===== config.mk =====
export PLATFORM = sky130hd
export DESIGN_NAME = func_eval_seq
export DESIGN_NICKNAME = d
export VERILOG_FILES = /design/src/rtl/func_eval_seq.sv
export SDC_FILE = /design/constraint.sdc
export NUM_CORES = 1
export LEC_CHECK = 0
export BUFFER_PORTS_ARGS = -buffer_cell sky130_fd_sc_hd__clkbuf_2
export CAP_MARGIN = 15
export CELL_PAD_IN_SITES_DETAIL_PLACEMENT = 1
export CELL_PAD_IN_SITES_GLOBAL_PLACEMENT = 2
export CORE_AREA = 3 3 57 59
export CTS_CLUSTER_SIZE = 30
export DETAILED_ROUTE_END_ITERATION = 12
export DIE_AREA = 0 0 60 62
export PLACE_DENSITY = 0.86
export SLEW_MARGIN = 20
export SYNTH_ARGS = -nofsm -noshare
export SYNTH_HDL_FRONTEND = slang
export SYNTH_SLANG_ARGS = --single-unit

===== constraint.sdc =====
create_clock -name clk -period 4.5 [get_ports clk]
set_input_delay 0.675 -clock clk [delete_from_list [all_inputs] [get_ports clk]]
set_output_delay 0.675 -clock clk [all_outputs]
set_load 0.02 [all_outputs]

===== src/rtl/func_eval_seq.sv =====
// func_eval_seq: clocked N-input Boolean function held as a truth-table parameter.
// Evaluates single vectors through a valid/ready handshake (latency 1), or sweeps
// all 2^N_IN minterms and counts the ones.
// Optional feature macro: FUNC_EVAL_CHECK_EN -- when defined, err flags a sweep
// whose ones count differs from EXP_ONES; otherwise err is constant 0.
module func_eval_seq #(
  parameter int                      N_IN     = 4,
  parameter logic [(1<<N_IN)-1:0]    TRUTH    = 16'hFAD1,
  parameter int                      EXP_ONES = 10
) (
  input  logic            clk,
  input  logic            rst,
  input  logic            in_valid,
  output logic            in_ready,
  input  logic [N_IN-1:0] in_vec,
  output logic            out_valid,
  output logic            out_bit,
  input  logic            sweep_start,
  output logic            busy,
  output logic            done,
  output logic [N_IN:0]   ones_cnt,
  output logic            err
);

  localparam int CW = N_IN + 1;

`ifdef FUNC_EVAL_CHECK_EN
  localparam bit CHECK_EN = 1'b1;
`else
  // Folds the count check to a constant 0, leaving err tied low.
  localparam bit CHECK_EN = 1'b0;
`endif

  localparam logic [1:0] S_IDLE  = 2'd0;
  localparam logic [1:0] S_SWEEP = 2'd1;
  localparam logic [1:0] S_DONE  = 2'd2;

  logic [1:0]    state_q, state_d;
  logic [N_IN-1:0] idx_q, idx_d;
  logic [CW-1:0] acc_q, acc_d;
  logic [CW-1:0] ones_q, ones_d;
  logic          ov_q, ov_d;
  logic          ob_q, ob_d;
  logic          err_q, err_d;

  // Sweep request in IDLE takes priority over a presented vector.
  assign in_ready  = (state_q == S_IDLE) && !sweep_start;
  assign busy      = (state_q == S_SWEEP);
  assign done      = (state_q == S_DONE);
  assign out_valid = ov_q;
  assign out_bit   = ob_q;
  assign ones_cnt  = ones_q;
  assign err       = err_q;

  // Next-state: handshake evaluation in IDLE, minterm accumulation in SWEEP.
  always_comb begin
    state_d = state_q;
    idx_d   = idx_q;
    acc_d   = acc_q;
    ones_d  = ones_q;
    ov_d    = 1'b0;
    ob_d    = ob_q;
    err_d   = err_q;
    case (state_q)
      S_IDLE: begin
        if (sweep_start) begin
          state_d = S_SWEEP;
          idx_d   = '0;
          acc_d   = '0;
        end else if (in_valid) begin
          ov_d = 1'b1;
          ob_d = TRUTH[in_vec];
        end
      end
      S_SWEEP: begin
        acc_d = acc_q + CW'(TRUTH[idx_q]);
        idx_d = idx_q + N_IN'(1);
        if (idx_q == {N_IN{1'b1}}) begin
          // Final count is published on entry to DONE so it is stable while done=1.
          state_d = S_DONE;
          idx_d   = '0;
          ones_d  = acc_d;
          err_d   = CHECK_EN && (acc_d != CW'(EXP_ONES));
        end
      end
      S_DONE:  state_d = S_IDLE;
      default: state_d = S_IDLE;
    endcase
  end

  // State registers; synchronous reset aborts any sweep and clears results.
  always_ff @(posedge clk) begin
    if (rst) begin
      state_q <= S_IDLE;
      idx_q   <= '0;
      acc_q   <= '0;
      ones_q  <= '0;
      ov_q    <= 1'b0;
      ob_q    <= 1'b0;
      err_q   <= 1'b0;
    end else begin
      state_q <= state_d;
      idx_q   <= idx_d;
      acc_q   <= acc_d;
      ones_q  <= ones_d;
      ov_q    <= ov_d;
      ob_q    <= ob_d;
      err_q   <= err_d;
    end
  end

endmodule


==> out/metrics.yaml, run 1 <==
start_util: 0.327
fp-row-count: 19
numCtsBuffers: 3
rsz0062_at_grt: "false"
setup.worst_path.start_class: "register"
gp_congestion: 0.824
clkLatencyLatePin_ps: 300
drt_iter0_markers: 10
ant_nets: 0
syn-cell-area_um2: 901
grt_pass1_wl_um: 3150
clockPowerShare: 0.290
period_needed_ps: 1970
layout_common_cells: "dfxtp_1, clkbuf_2, nor2_1"
viasPerCell: 5.21
cts_setup_buffers: 0
sequentialPowerShare: 0.589
cts_buffer_depth: 2
layout_commonest_cell: "dfxtp_1"
syn-num-nets: 109
slew_violations: 0
drc_errors: 0
status: "completed"
nFillCells: 340
final_nets: 126
wire_per_inst_um: 13.6
finalHoldViolations: 0
grt_pass1_vias: 739
routed_wl_um: 1970
design_area_um2: 1010
grt.overflow.total: 0
clk_pin_slew_ps: 100
placed_cell_area_um2: 987
dp_cells: 141
clock_skew_ps: 3.29
cp_max_fo: 9
irDropWorstVdd_mv: 0.263
end_kind: "output port"
core_area_um2: 2760
diodes: 0
netlist_top_cells_area: "dfxtp_1, a22oi_1, nor2_1, ha_1, a21oi_1"
synth_warnings: 0
cts_max_level: 1
ys_ff_latch: 19
yosysTopAreaCellShare: 0.422
synth_top_area_cell: "dfxtp_1"
pwr-share-comb: 0.121
grt_max_degree: 20
dr_total_vias: 756
drive_above_1_share: 0.228
arrival_ps: 1290
setup_violations: 0
syn2layout_area_growth_pct: 12.5
fin_cells: 145
synth_cells: 98
post-route-util: 0.368
cts_resized: 0
switching_share: 0.262
dp_hpwl_um: 1490
antenna_found_initial: 0
port_buffers: 17
synth_cell_types: 32
finalCritPeriodShare: 0.437
maxCapViolations: 0
power_density_nw_per_um2: 297
cts.sinks: 19
root_buffer: "clkbuf_4"
die_y_um: 62
firstDrtPassIters: 2
die_w_um: 60
power.net_switching_w: 0.0000789
crit_required_ps: 3830
setup_tns_ps: 0
grt.total_usage: 0.114
holdBufCountCts: 0
max_freq_mhz: 508
cts_tree: "yes"
avgSynthCellArea_um2: 9.19
leakagePower_nw: 0.410
intPower_w: 0.000222
holdCritPathClass: "reg -> reg"
io_pins: 19
critical_path_class: "reg -> out"
ys_seq_area_frac: 0.422
die_area_um2: 3720
synthesized netlist by cell type:
master     instances
nand2b_4           1
a2111o_1           1
dfxtp_1           19
nand4_1            1
a21oi_1            6
xnor2_1            3
or3b_1             1
nor2_1            15
conb_1             1
inv_4              1
o21bai_4           1
nand2_1            6
a22o_1             1
a22oi_1            9
nand3_1            4
o21ai_0            4
nor3_1             2
a211oi_1           1
nor3b_2            1
and2_4             1
clkbuf_1           1
o21bai_1           1
and2b_2            1
nor2b_1            2
buf_4              3
nor3b_1            2
and2_1             1
a21o_1             1
a2bb2oi_1          1
ha_1               3
mux2i_1            2
buf_6              1
flip-flops by register name, indices dropped and copies added (netlist names), named ones only:
name,count
acc_q,5
ones_cnt,5
idx_q,4
state_q,2
out_bit,1
out_valid,1
metal layers:
layer	routed length (µm)	track usage	share of wire	vias to the layer above
li1	-	-	-	381
met1	896	0.125	0.45	361
met5	0	0	0	-
met3	91	0.0434	0.046	4
met2	963	0.201	0.49	10
met4	19	0.0380	0.0096	0
logic make-up after synthesis:
family	Yosys count	synth area share
buf+inv	6	0.0486
compound gates	26	0.208
other cells	1	0.00416
flops	19	0.422
fa+ha+maj	3	0.0417
mux	2	0.0222
xor+xnor	3	0.0292
simple gates	38	0.224
through the flow:
stage / setup slack [ps] / hold WS (ps) / total power, W
2_1_floorplan: 2650 / 472 / 0.000208
3_3_place_gp: 2610 / 444 / 0.000216
3_5_place_dp: 2590 / 455 / 0.000218
4_1_cts: 2520 / 471 / 0.000307
5_1_grt: 2450 / 485 / 0.000319
6_report: 2530 / 464 / 0.000301
layout make-up:
cell class                      instances  area (µm²)  area share
Tap cell                               31        38.8      0.0383
Timing Repair Buffer                   17        85.1      0.0840
Clock buffer                            4        26.3      0.0259
Multi-Input combinational cell         73         477       0.470
Sequential cell                        19         380       0.375
Inverter                                1        6.26     0.00617
worst paths after layout:
path                                  to  slack, ps  cells after the start       start
worst min register to register   out_bit        460                      2     out_bit
worst max register to register  register       2710                      5    idx_q[0]
worst min-delay path             out_bit        460                      2     out_bit
worst max-delay path                busy       2530                      3  state_q[0]
power by group through the flow:
stage | Combinational [W] | Clock (W) | Sequential (W)
final | 0.0000364 | 0.0000872 | 0.000177
after floorplan | 0.0000290 | 0 | 0.000180
after CTS | 0.0000372 | 0.0000922 | 0.000177
after global routing | 0.0000406 | 0.000101 | 0.000178
after detailed placement | 0.0000369 | 0 | 0.000181
after global placement | 0.0000356 | 0 | 0.000181
critical path, stage by stage, from the launching register on:
cell      delay, ps
dfxtp_1         570
nand2b_4        120
inv_4           120
clkbuf_2        180
Note: power is estimated with default switching activity, not from simulation.
==> run 2: changes to the inputs <==
--- a/config.mk
+++ b/config.mk
@@ -9,11 +9,11 @@
 export CAP_MARGIN = 15
 export CELL_PAD_IN_SITES_DETAIL_PLACEMENT = 1
 export CELL_PAD_IN_SITES_GLOBAL_PLACEMENT = 2
-export CORE_AREA = 3 3 57 59
+export CORE_AREA = 3 3 58 60
 export CTS_CLUSTER_SIZE = 30
 export DETAILED_ROUTE_END_ITERATION = 12
-export DIE_AREA = 0 0 60 62
-export PLACE_DENSITY = 0.86
+export DIE_AREA = 0 0 61 63
+export PLACE_DENSITY = 0.84
 export SLEW_MARGIN = 20
 export SYNTH_ARGS = -nofsm -noshare
 export SYNTH_HDL_FRONTEND = slang
==> constraint.sdc (replaced) <==
create_clock -name clk -period 2.05 [get_ports clk]
set_input_delay 0.3075 -clock clk [delete_from_list [all_inputs] [get_ports clk]]
set_output_delay 0.3075 -clock clk [all_outputs]
set_load 0.02 [all_outputs]
==> run 2 against run 1 <==
Effect of this change:
- count of clock-buffer cells in the layout decreased by 1
- sequential cell count unchanged
- routed wire length increased by 3.9%
- utilization fell by 2.1 points
- worst hold slack worse by 190 ps
- clock skew increased by 9.1 ps
- non-clock buffer count is 2 higher
==> out/metrics.yaml, run 2 (synthesis gave the netlist of run 1 again) <==
status: "completed"
cpLargestDelayFamily: "simple AND/OR/NAND/NOR gates"
setup.worst_path.start_class: "register"
grt_pass1_wl_um: 3320
grt_pass1_vias: 749
placed_cell_area_um2: 1000
maxCapViolations: 0
die_y_um: 63
max_freq_mhz: 582
syn2layout_area_growth_pct: 14.6
firstDrtPassIters: 2
final_nets: 128
p_total_w: 0.000662
crit_required_ps: 2250
arrival_ps: 1920
switching_share: 0.269
cts_resized: 0
cts_setup_buffers: 0
setup_violations: 0
port_buffers: 17
cts_buffer_depth: 2
pwr-share-comb: 0.122
die_w_um: 61
irDropWorstVdd_mv: 0.192
cp_max_fo: 9
viasPerCell: 5.15
gp_congestion: 0.720
numCtsBuffers: 3
antenna_found_initial: 0
die_area_um2: 3840
sequentialPowerShare: 0.587
holdBufCountCts: 0
setup_tns_ps: 0
drc_errors: 0
fp-row-count: 20
end_kind: "register"
design_area_um2: 1030
routed_wl_um: 2050
grt.overflow.total: 0
intPower_w: 0.000484
leakagePower_nw: 0.423
drive_above_1_share: 0.250
slowest_stage: "dfxtp_1"
clkLatencyLatePin_ps: 300
dp_hpwl_um: 1560
finalCritPeriodShare: 0.838
clock_skew_ps: 12.4
grt.total_usage: 0.114
root_buffer: "clkbuf_4"
grt_max_degree: 20
slew_violations: 0
finalHoldViolations: 0
cts_max_level: 1
drt_iter0_markers: 11
critical_path_class: "reg -> reg"
layout_common_cells: "dfxtp_1, clkbuf_2, nor2_1"
ant_nets: 0
rsz0062_at_grt: "false"
dr_total_vias: 768
io_pins: 19
cts_tree: "yes"
start_util: 0.303
clockPowerShare: 0.290
diodes: 0
period_needed_ps: 1720
cts.sinks: 19
clk_pin_slew_ps: 120
wire_per_inst_um: 13.7
path_cells: "or3b_1 > a2bb2oi_1 > and2_4 > a2111o_1"
critPathBufInv: 0
slowest_delay_ps: 570
power.net_switching_w: 0.000178
nFillCells: 371
power_density_nw_per_um2: 642
core_area_um2: 2980
holdCritPathClass: "in -> reg"
layout_commonest_cell: "dfxtp_1"
[run 2: cell count changes in the layout (fill, tap and decap cells not counted), sizes merged]
cell    before  now
clkinv       0    1
buf          0    2
clkbuf      21   20
[run 2: cell type report]
class | count | area, µm² | share of cell area
clock inverters | 1 | 5.00 | 0.00485
flip-flops and latches | 19 | 380 | 0.368
multi-input cells | 73 | 477 | 0.462
clock buffers | 3 | 22.5 | 0.0218
repair buffers | 19 | 100 | 0.0970
inverters | 1 | 6.26 | 0.00606
well taps | 33 | 41.3 | 0.0400
[run 2: power groups by stage]
stage | clock (W) | combinational, W | sequential, W
final | 0.000192 | 0.0000808 | 0.000389
after global routing | 0.000225 | 0.0000904 | 0.000391
after CTS | 0.000207 | 0.0000826 | 0.000389
after detailed placement | 0 | 0.0000824 | 0.000397
after global placement | 0 | 0.0000794 | 0.000397
after floorplan | 0 | 0.0000636 | 0.000394
[run 2: path summary, 6_finish.rpt]
check / startpoint / to / slack [ps] / cells after the start
worst max-delay path: state_q[0] / register / 330 / 4
worst min-delay path: in_valid / out_valid / 270 / 3
worst max register to register: state_q[0] / register / 330 / 4
worst min register to register: out_bit / out_bit / 480 / 2
[run 2: metrics by stage]
stage / hold WS (ps) / utilization / setup WS, ps / std cells
final: 269 / 0.347 / 332 / 149
after global placement: 448 / 0.337 / 366 / 145
after floorplan: 467 / - / 515 / 98
after detailed placement: 472 / 0.337 / 332 / 145
after global routing: 297 / 0.347 / 279 / 149
after CTS: 255 / 0.347 / 326 / 149
[run 2: layer usage]
metal	GRT usage	vias to the layer above	part of all wire	wire (µm)
met5	0	-	0	0
met4	0.0407	0	0.0049	10
met3	0.0331	2	0.032	66
met2	0.190	13	0.50	1020
met1	0.136	365	0.46	948
li1	-	388	-	-
[run 2: worst register-to-register path, stage by stage, from the launching register on]
cell	delay, ps
dfxtp_1	570
or3b_1	400
a2bb2oi_1	150
and2_4	170
a2111o_1	340
